<file path="src/rtl/prog_ctr_if.sv">
// Fetch-stage run-control bundle between the sequencer and its driver.
interface prog_ctr_if #(
  parameter int unsigned D     = 12,
  parameter int unsigned CNT_W = 16
);
  logic             start;
  logic             stall;
  logic             halt;
  logic             branch_en;
  logic             branch_flag;
  logic [D-1:0]     target;
  logic [D-1:0]     prog_ctr;
  logic             running;
  logic             done;
  logic [CNT_W-1:0] cycle_cnt;

  modport master (
    output start, stall, halt, branch_en, branch_flag, target,
    input  prog_ctr, running, done, cycle_cnt
  );

  modport slave (
    input  start, stall, halt, branch_en, branch_flag, target,
    output prog_ctr, running, done, cycle_cnt
  );
endinterface

</file>
<file path="src/rtl/prog_ctr_fsm.sv">
// Program counter and run-control sequencer: launches on a falling start,
// steps or branches the PC each RUN cycle, and counts RUN cycles (saturating).
module prog_ctr_fsm #(
  parameter int unsigned D          = 12,
  parameter int unsigned START_ADDR = 0,
  parameter int unsigned CNT_W      = 16
) (
  input logic        clk,
  input logic        reset,
  prog_ctr_if.slave  bus
);

  localparam logic [D-1:0]     StartPc = D'(START_ADDR);
  localparam logic [CNT_W-1:0] CntMax  = '1;

  typedef enum logic [1:0] {StIdle, StRun, StDone} state_e;

  state_e           state_q, state_d;
  logic [D-1:0]     pc_q, pc_d;
  logic [CNT_W-1:0] cnt_q, cnt_d;
  logic             start_q;
  logic             launch;
  logic [CNT_W-1:0] cnt_inc;

  assign launch  = start_q & ~bus.start;
  assign cnt_inc = (cnt_q == CntMax) ? cnt_q : cnt_q + CNT_W'(1);

  // Next-state, PC and counter update; first matching RUN rule wins.
  always_comb begin
    state_d = state_q;
    pc_d    = pc_q;
    cnt_d   = cnt_q;
    unique case (state_q)
      StIdle: begin
        pc_d  = StartPc;
        cnt_d = '0;
        if (launch) state_d = StRun;
      end
      StRun: begin
        if (bus.start) begin
          state_d = StIdle;
          pc_d    = StartPc;
          cnt_d   = '0;
        end else if (bus.halt) begin
          state_d = StDone;
          cnt_d   = cnt_inc;
        end else if (bus.stall) begin
          cnt_d = cnt_inc;
        end else begin
          cnt_d = cnt_inc;
          // Target is two's complement, so a D-bit add wraps correctly both ways.
          if (bus.branch_en && bus.branch_flag) pc_d = pc_q + bus.target;
          else                                  pc_d = pc_q + D'(1);
        end
      end
      StDone: begin
        if (bus.start) begin
          state_d = StIdle;
          pc_d    = StartPc;
          cnt_d   = '0;
        end
      end
      default: state_d = StIdle;
    endcase
  end

  // State, PC, counter and start-history registers with synchronous reset.
  always_ff @(posedge clk) begin
    if (reset) begin
      state_q <= StIdle;
      pc_q    <= StartPc;
      cnt_q   <= '0;
      start_q <= 1'b0;
    end else begin
      state_q <= state_d;
      pc_q    <= pc_d;
      cnt_q   <= cnt_d;
      start_q <= bus.start;
    end
  end

  assign bus.prog_ctr  = pc_q;
  assign bus.cycle_cnt = cnt_q;
  assign bus.running   = (state_q == StRun);
  assign bus.done      = (state_q == StDone);

endmodule

</file>
<file path="src/flat_wrapper.sv">
// flat-port wrapper written by rule: the top's interface ports become plain ports
module prog_ctr_fsm_flat 
#(
  parameter int unsigned D          = 12,
  parameter int unsigned START_ADDR = 0,
  parameter int unsigned CNT_W      = 16
)
  (clk, reset, bus_start, bus_stall, bus_halt, bus_branch_en, bus_branch_flag, bus_target, bus_prog_ctr, bus_running, bus_done, bus_cycle_cnt);
  prog_ctr_if #(.D(D), .CNT_W(CNT_W)) bus_i ();
  input logic clk;
  input logic reset;
  input wire logic [$bits(bus_i.start)-1:0] bus_start;
  input wire logic [$bits(bus_i.stall)-1:0] bus_stall;
  input wire logic [$bits(bus_i.halt)-1:0] bus_halt;
  input wire logic [$bits(bus_i.branch_en)-1:0] bus_branch_en;
  input wire logic [$bits(bus_i.branch_flag)-1:0] bus_branch_flag;
  input wire logic [$bits(bus_i.target)-1:0] bus_target;
  output wire logic [$bits(bus_i.prog_ctr)-1:0] bus_prog_ctr;
  output wire logic [$bits(bus_i.running)-1:0] bus_running;
  output wire logic [$bits(bus_i.done)-1:0] bus_done;
  output wire logic [$bits(bus_i.cycle_cnt)-1:0] bus_cycle_cnt;
  assign bus_i.start = bus_start;
  assign bus_i.stall = bus_stall;
  assign bus_i.halt = bus_halt;
  assign bus_i.branch_en = bus_branch_en;
  assign bus_i.branch_flag = bus_branch_flag;
  assign bus_i.target = bus_target;
  assign bus_prog_ctr = bus_i.prog_ctr;
  assign bus_running = bus_i.running;
  assign bus_done = bus_i.done;
  assign bus_cycle_cnt = bus_i.cycle_cnt;
  prog_ctr_fsm #(.D(D), .START_ADDR(START_ADDR), .CNT_W(CNT_W)) u_core (.clk(clk), .reset(reset), .bus(bus_i));
endmodule
</file>
<file path="config.mk">
export PLATFORM = sky130hd
export DESIGN_NAME = prog_ctr_fsm_flat
export DESIGN_NICKNAME = d
export VERILOG_FILES = /design/src/rtl/prog_ctr_if.sv /design/src/rtl/prog_ctr_fsm.sv /design/src/flat_wrapper.sv
export SDC_FILE = /design/constraint.sdc
export NUM_CORES = 1
export LEC_CHECK = 0
export ABC_AREA = 0
export CAP_MARGIN = 10
export CORE_MARGIN = 4
export CORE_UTILIZATION = 52
export CTS_CLUSTER_DIAMETER = 150
export DETAILED_ROUTE_END_ITERATION = 10
export GPL_TIMING_DRIVEN = 0
export PLACE_DENSITY = 0.92
export RECOVER_POWER = 100
export SYNTH_ARGS = -nofsm -noshare
export SYNTH_HDL_FRONTEND = slang
export SYNTH_SLANG_ARGS = --single-unit
export TNS_END_PERCENT = 20
</file>
<file path="constraint.sdc">
create_clock -name clk -period 5.3 [get_ports clk]
set_clock_uncertainty 0.2 [all_clocks]
set_input_delay 0.53 -clock clk [delete_from_list [all_inputs] [get_ports clk]]
set_output_delay 0.53 -clock clk [all_outputs]
set_load 0.03 [all_outputs]
</file>
==> impl_metrics.ini <==
[placement]
dp_hpwl_um = 3470
place_area_um2 = 2410
placed_cells = 310
gp_congestion = 0.928
io_buffer_count = 48

[die]
die_area_um2 = 4630
boundaryPins = 49
fp-row-count = 21
core_um2 = 3420
die_x_um = 68.0
start_util = 0.548
die-height_um = 68.0

[synth]
yosysTopAreaCell = dfxtp_1
avgSynthCellArea_um2 = 8.67
synth_edf_count = 0
synthArstFlopShare = 0
synth_area_leaders = dfxtp_1 (33%), ha_1 (8.0%), xor2_1 (6.5%)
synth_top_area_share = 0.331
netlist-cell-type-count = 44
ys_ff_latch = 31
syn-num-nets = 248
synth-seq-area-share = 0.331
syn-cell-area_um2 = 1870
ys.flop_type = dfxtp_1
yosysWarningCount = 0
synthCells = 216

[detailed_routing]
first_pass_iters = 4
routed_via_density = 5.72
drtIter0Drc = 109
wirelength_um = 4590
wire_per_inst_um = 14.4
drtAntennaViolNets = 0
drc = 0
vias = 1820

[critical_path]
ff2ff_path_depth = 8
cp_max_fo = 10
cp-endpoint = u_core.bus.prog_ctr[10]$_SDFFE_PP0P_
rrSetupSlack_ns = 2.54
required_ns = 5.33
cp-start-kind = primary input
cp.arrival_ns = 3.70
reg2reg_from = u_core.bus.prog_ctr[0]$_SDFFE_PP0P_
critical_path_class = primary input to flop
regToRegEndpoint = u_core.bus.prog_ctr[10]$_SDFFE_PP0P_
cp-end-kind = flop
crit_path_start = bus_branch_en

[min_path]
min_delay_path_depth = 1
hold_path_class = flop to flop

[global_route]
grt_pass1_wl_um = 7620
grt_use_total = 0.214
grt_overflow_total = 0
grt_max_degree = 11
antenna_found_initial = 0
top_usage_layer = met2
grt_use_met2 = 0.395
use_met3 = 0.0575
met1_usage = 0.245
grt_pass1_vias = 1761

[cts]
cts.clk_slew.worst_paths_ns = 0.09
clk_root_buffer_cell = clkbuf_4
htreeDepth = 2
clock-sinks = 31
cts_tree = built
postCtsSetupRepairBufs = 0
clk_path_buf_depth = 2
cts-hold-fix-buffers = 0
cts_made_buffers = 5
cts_resized = 0
clock_latency_ns = 0.34

[power_and_ir_drop]
irDropWorstVdd_uv = 142
p_per_area_nw_per_um2 = 192
power_leakage_nw = 1.10
power_uw = 472

[sta]
slew_viol_final = 0
tns_ns = 0
fin_hold_ws_ns = 0.265
setup_viol = 0
slew_headroom = 0.481
tightest_slew_ns = 0.773
fin_crit_sh = 0.691
fmax_mhz = 273
min_period_ns = 3.66
rsz0062_at_grt = no
hold_viol_final = 0

[finish]
fin_nets = 303
syn_to_final_growth_pct = 31.3
final_cell_area_um2 = 2460
layout_common_cells = dlygate4sd3_1 (34), dfxtp_1 (31), nor2_1 (27)
insertedDiodeCount = 0
layout_commonest_cell = dlygate4sd3_1
finalNonFillerCells = 318
drive_gt1_frac = 0.0441

[job]
maxCapViolations = 0

[status]
run_status = finished, final reports clean
==> Yosys cell counts (5+ instances only) <==
cell	count
a21o_1	5
a21oi_1	11
a22oi_1	6
and3_1	14
clkbuf_1	5
dfxtp_1	31
ha_1	12
inv_1	5
nand2_1	15
nand3_1	11
nor2_1	27
xnor2_1	6
xor2_1	14
==> metrics by stage <==
stage | worst slack, ns | utilization
3_5_place_dp | 1.52 | 0.706
3_3_place_gp | 1.60 | 0.706
5_1_grt | 1.45 | 0.720
2_1_floorplan | 2.42 | -
6_report | 1.64 | 0.720
4_1_cts | 1.88 | 0.731
==> worst min path at each step <==
stage,startpoint,to,slack (ns)
2_1_floorplan,u_core.start_q$_SDFF_PP0_,u_core.state_q[0]$_SDFFE_PP0P_,0.28
3_3_place_gp,u_core.bus.prog_ctr[11]$_SDFFE_PP0P_,u_core.bus.prog_ctr[11]$_SDFFE_PP0P_,0.25
5_1_grt,u_core.bus.prog_ctr[11]$_SDFFE_PP0P_,u_core.bus.prog_ctr[11]$_SDFFE_PP0P_,0.30
6_report,u_core.bus.prog_ctr[11]$_SDFFE_PP0P_,u_core.bus.prog_ctr[11]$_SDFFE_PP0P_,0.26
3_5_place_dp,u_core.bus.prog_ctr[11]$_SDFFE_PP0P_,u_core.bus.prog_ctr[11]$_SDFFE_PP0P_,0.26
4_1_cts,u_core.bus.prog_ctr[11]$_SDFFE_PP0P_,u_core.bus.prog_ctr[11]$_SDFFE_PP0P_,0.28
==> power by group <==
part | internal [mW] | switching, mW | total [mW]
Clock | 0.111 | 0.0862 | 0.198
Combinational | 0.0201 | 0.0195 | 0.0396
Sequential | 0.234 | 0.000667 | 0.234
==> sequential cells by signal (all words and copies together), names as in the netlist <==
name	cells
u_core.bus.cycle_cnt	16
u_core.bus.prog_ctr	12
u_core.start_q	1
u_core.state_q	2
==> layer usage <==
metal	share of wire	wire length (µm)
met2	0.51	2340
met1	0.41	1890
met4	0.013	61
met3	0.065	296
met5	0	0
==> cell type report <==
| type | count | area (µm²) |
|---|---|---|
| inverter | 5 | 18.8 |
| timing repair buffer | 48 | 480 |
| sequential | 31 | 621 |
| tap | 46 | 57.6 |
| multi-input combinational | 174 | 1170 |
| buffer | 6 | 23.8 |
| fill | 280 | 956 |
| clock buffer | 6 | 51.3 |
| clock inverter | 2 | 35.0 |
==> cell families (layout without fill, tap and decap cells) <==
logic type	count (synthesis)	in the layout	synth area share
compound gates	47	47	0.189
fa+ha+maj	13	13	0.0908
xor+xnor	20	20	0.0935
buf+inv	11	67	0.0227
simple gates	90	90	0.251
flops	31	31	0.331
mux	4	4	0.0214
==> worst max-delay path: stages <==
cell	delay [ns]
dlygate4sd3_1	0.58
clkbuf_1	0.34
nand3b_1	0.13
ha_1	0.23
fa_1	0.40
a21oi_1	0.25
o21bai_1	0.15
a2111oi_0	0.55
o31ai_1	0.18
xor2_1	0.16
a22o_1	0.20
Power figures use the tool's default switching activity.
==> RTL edit 1, RTL diff (same settings) <==
`CNT_W` is set to 16 in 3 places; all go to 32.
--- a/src/rtl/prog_ctr_if.sv
+++ b/src/rtl/prog_ctr_if.sv
@@ -3,3 +3,3 @@
   parameter int unsigned D     = 12,
-  parameter int unsigned CNT_W = 16
+  parameter int unsigned CNT_W = 32
 );
--- a/src/rtl/prog_ctr_fsm.sv
+++ b/src/rtl/prog_ctr_fsm.sv
@@ -5,3 +5,3 @@
   parameter int unsigned START_ADDR = 0,
-  parameter int unsigned CNT_W      = 16
+  parameter int unsigned CNT_W      = 32
 ) (
--- a/src/flat_wrapper.sv
+++ b/src/flat_wrapper.sv
@@ -5,3 +5,3 @@
   parameter int unsigned START_ADDR = 0,
-  parameter int unsigned CNT_W      = 16
+  parameter int unsigned CNT_W      = 32
 )
Ports: changed (resized bus_cycle_cnt); port bits go from 49 to 65. No check against the original RTL was run, so the function may have changed too.
==> RTL edit 1 against the original RTL <==
Clock power is 16% higher; synthesized cell count is 44% higher; fmax is 7.3% higher; non-clock buffer count rose by 18; cell area is 36% higher; sequential cell count up 16; total power rose by 32%; wire length increased by 26%; synthesized area up 36%; global-route usage down 0.83 points; largest cell class unchanged; setup slack gained 250 ps.
==> RTL edit 1: results (changes against the original RTL) <==
metric;value;unit;change
irDropWorstVdd;0.000114;V;-19%
yosysWarnings;0;;unchanged
met3_usage;4.76;%;-0.99 points
ys_top_cells_by_area;dfxtp_1 37%, nor2_1 8.1%, xor2_1 7.9%;;
outcome;finished clean;;
crit_path_start;bus_branch_en;;
htree_levels;2;;unchanged
synth_ff_type;dfxtp_1;;
worstHoldEndpoint;u_core.bus.prog_ctr[8];;
syn-num-nets;342;;+38%
place_congestion;0.889;;-4.1%
cts_made_buffers;5;;unchanged
antenna_found_initial;0;;unchanged
p_leak;1.40;nW;+27%
num_vias;2391;;+31%
grt_max_degree;14;;+3
clock_path_buffers;2;;unchanged
setup_slack;1890;ps;+249 ps
holdPathStages;2;;+1
synthArstFlopShare;0;%;unchanged
dpl.hpwl;4590;um;+32%
grt_pass1_wl;10400;um;+36%
grt.met1_usage;24.5;%;-0.038 points
grtUsageTotal;20.6;%;-0.83 points
largest_reg_flops;32;;+16
nNetsFinal;413;;+36%
routedWlPerCell;12.8;um;-11%
seq_area_frac_synth;36.9;%;+3.8 points
place_ws;1640;ps;+122 ps
hold_path.startpoint;u_core.bus.prog_ctr[8];;
critPathKind;input port to flip-flop;;
wl_met3;344;um;+16%
r2r_end;u_core.bus.prog_ctr[8];;
dr.pass1.iters;4;;unchanged
p_int;0.000492;W;+35%
hp-class;flip-flop to flip-flop;;
routedLengthMet1;2470;um;+30%
rrSetupSlack;2800;ps;+260 ps
drt-initial-drc-count;111;;+1.8%
diodes;0;;unchanged
met2_usage;36.7;%;-2.7 points
post_cts_buffers;0;;unchanged
clock_latency;290;ps;-50 ps
path_max_fanout;10;;unchanged
hold_ws;278;ps;+13.6 ps
r2r-start;u_core.bus.prog_ctr[0];;
arrival;3390;ps;-310 ps
r2r.worst_path.cells;9;;+1
portBuffers;64;;+33%
routed-wl-met2;2870;um;+23%
drive_above_1_share;3.14;%;-1.3 points
ys_types;39;;-11%
cts_root_buf;clkbuf_8;;
netlist_top_cells_count;55 x nor2_1, 47 x dfxtp_1, 29 x nand2_1;;
max_slew_margin;29.1;%;-19 points
==> RTL edit 1: changes by cell type in the layout (fill, tap and decap cells not counted), moves of 6 or more <==
cell / delta
xor2_1: +9
dlygate4sd3_1: +15
dfxtp_1: +16
nand2_1: +14
inv_1: +6
clkbuf_8: +6
nor2_1: +28
o21ai_0: +7
xnor2_1: +9
==> RTL edit 1: final cells by class <==
class	count	area (um^2)
fill	378	1370
timing repair buffer	64	641
sequential	47	941
inverter	11	41.3
multi-input combinational	244	1520
clock buffer	8	100
tap	67	83.8
buffer	8	30.0
==> RTL edit 1: stage by stage <==
step | instance area [um^2] | total power [W] | cells
after floorplan | 2550 | 0.000379 | 310
after CTS | 3370 | 0.000628 | 449
after detailed placement | 3270 | 0.000399 | 441
final | 3350 | 0.000621 | 449
after global placement | 3270 | 0.000398 | 441
after global routing | 3350 | 0.000652 | 449
==> RTL edit 1: power by group through the flow <==
stage	clock (W)	combinational (W)	sequential, W
5_1_grt	0.000258	0.0000400	0.000355
4_1_cts	0.000237	0.0000368	0.000354
3_3_place_gp	0	0.0000355	0.000363
6_report	0.000230	0.0000360	0.000354
2_1_floorplan	0	0.0000165	0.000363
3_5_place_dp	0	0.0000367	0.000363
==> RTL edit 1: cells by family after synthesis <==
logic type      after synthesis  share of synthesized area (%)
compound gates               43                           10.3
xor+xnor                     38                           13.1
fa+ha+maj                    13                           6.68
buf+inv                      19                           3.24
flops                        47                           36.9
mux                           1                          0.393
simple gates                149                           29.4
==> RTL edit 1: worst max-delay path, cell delays in order <==
cell	delay, ps
dlygate4sd3_1	550
clkbuf_1	300
nand3b_1	150
ha_1	230
fa_1	410
a21o_1	210
a21o_1	200
a21oi_1	260
o21ai_0	140
a21oi_1	190
xor2_1	150
o21ai_0	70
==> RTL edit 2, RTL diff (same flow settings) <==
Made on the original files. Make the reset (`reset`) asynchronous in one clocked block. Comments in the files are not updated.
--- a/src/rtl/prog_ctr_fsm.sv
+++ b/src/rtl/prog_ctr_fsm.sv
@@ -67,3 +67,3 @@
   // State, PC, counter and start-history registers with synchronous reset.
-  always_ff @(posedge clk) begin
+  always_ff @(posedge clk or posedge reset) begin
     if (reset) begin
Check against the original RTL: differs if reset is asserted again (counterexample within 4 cycles, from zero or initial values and one cycle with reset high); with reset held inactive, the same outputs for 10 cycles.
==> RTL edit 2 against the original RTL <==
Sequential cell count stayed put; utilization decreased by 0.63 points; setup slack gained 42 ps; die area is 7.7% higher; synthesized area rose by 8.8%; wire length is 8.3% higher; cell area up 7.8%; total power up 17%; critical path depth unchanged; largest power group is now clock.
==> RTL edit 2: results (changes against the original RTL) <==
metric;value;unit;change
outcome;finished clean;;
syn-num-nets;247;;-0.40%
met3_usage;4.97;%;-0.78 points
dpl.hpwl;3640;um;+4.9%
p_leak;1.36;nW;+23%
ys_top_cells_by_area;dfrtp_1 38%, ha_1 7.4%, and3_1 5.2%;;
drive_above_1_share;6.25;%;+1.8 points
met2_usage;35.3;%;-4.1 points
place_congestion;0.839;;-9.6%
dieWidth;70.6;um;+3.8%
ant_nets;0;;unchanged
routedWlPerCell;15.5;um;+7.6%
hold_ws;330;ps;+65.1 ps
cts_root_buf;clkbuf_8;;
rrSetupSlack;2480;ps;-60 ps
clock_latency;290;ps;-50 ps
grt.met1_usage;25.0;%;+0.48 points
avgSynthCellArea;9.47;um^2;+9.3%
grt_max_degree;32;;+21
yosys-mux-area-fraction;0.491;%;-1.6 points
via_per_inst;5.98;;+4.5%
seq_area_frac_synth;38.1;%;+5.0 points
worst_slew_pin_slew;918;ps;+145 ps
dp.cells;311;;+0.32%
netlist_top_cells_count;31 x dfrtp_1, 21 x nand2_1, 17 x and3_1, 17 x o21ai_0, 13 x nor2_1;;
irDropWorstVdd;0.000160;V;+13%
largest_reg_flops;16;;unchanged
synth_compound_gate_area_share;21.5;%;+2.6 points
num_vias;1913;;+5.1%
place_ws;1700;ps;+181 ps
dpl_cell_area;2580;um^2;+6.9%
synth_xor_area_share;6.45;%;-2.9 points
yosys.area_share.adder;8.35;%;-0.73 points
path_clk_slew;70;ps;-20 ps
synthArstFlopShare;100;%;+100 points
arrival;3600;ps;-100 ps
ys_types;46;;+4.5%
synth_ff_type;dfrtp_1;;
## RTL edit 2: cell count changes in the layout (fill, tap and decap cells not counted), sizes merged, moves of 5 or more
| cell | unedited run | this run |
|---|---|---|
| a22oi | 6 | 0 |
| o21ai | 3 | 21 |
| nand3 | 11 | 5 |
| dfxtp | 31 | 0 |
| nor2 | 27 | 13 |
| nand4 | 3 | 8 |
| xor2 | 14 | 9 |
| nand2 | 15 | 21 |
| dfrtp | 0 | 31 |
| a22o | 4 | 10 |
## RTL edit 2: power by group
| part | switching, W | total, W | internal, W |
|---|---|---|---|
| Sequential | 0.00000225 | 0.000241 | 0.000239 |
| Clock | 0.0000947 | 0.000247 | 0.000152 |
| Combinational | 0.0000358 | 0.0000626 | 0.0000268 |
| Total | 0.000133 | 0.000551 | 0.000418 |
## RTL edit 2: path summary, 6_finish.rpt
path,cells past startpoint,end,start
min,1,u_core.bus.cycle_cnt[8],u_core.bus.cycle_cnt[8]
min in group asynchronous,2,u_core.bus.prog_ctr[2],reset
max,11,u_core.bus.prog_ctr[10],bus_branch_flag
max reg2reg,8,u_core.bus.prog_ctr[10],u_core.bus.prog_ctr[0]
max in group asynchronous,3,u_core.bus.prog_ctr[7],reset
min reg2reg,1,u_core.bus.cycle_cnt[8],u_core.bus.cycle_cnt[8]
## RTL edit 2: area by class of cell
class	instances	area (um^2)	area share [%]
clock inverters	2	35.0	1.32
multi-input cells	172	1170	44.1
plain buffers	9	35.0	1.32
well taps	48	60.1	2.26
flip-flops and latches	31	776	29.2
inverters	3	11.3	0.425
clock buffers	6	82.6	3.11
repair buffers	49	484	18.3
## RTL edit 2: routing by layer
layer  part of all wire, %  wire length (um)
met1                    44              2170
met2                    47              2350
met3                   6.9               341
met4                   2.1               106
met5                     0                 0
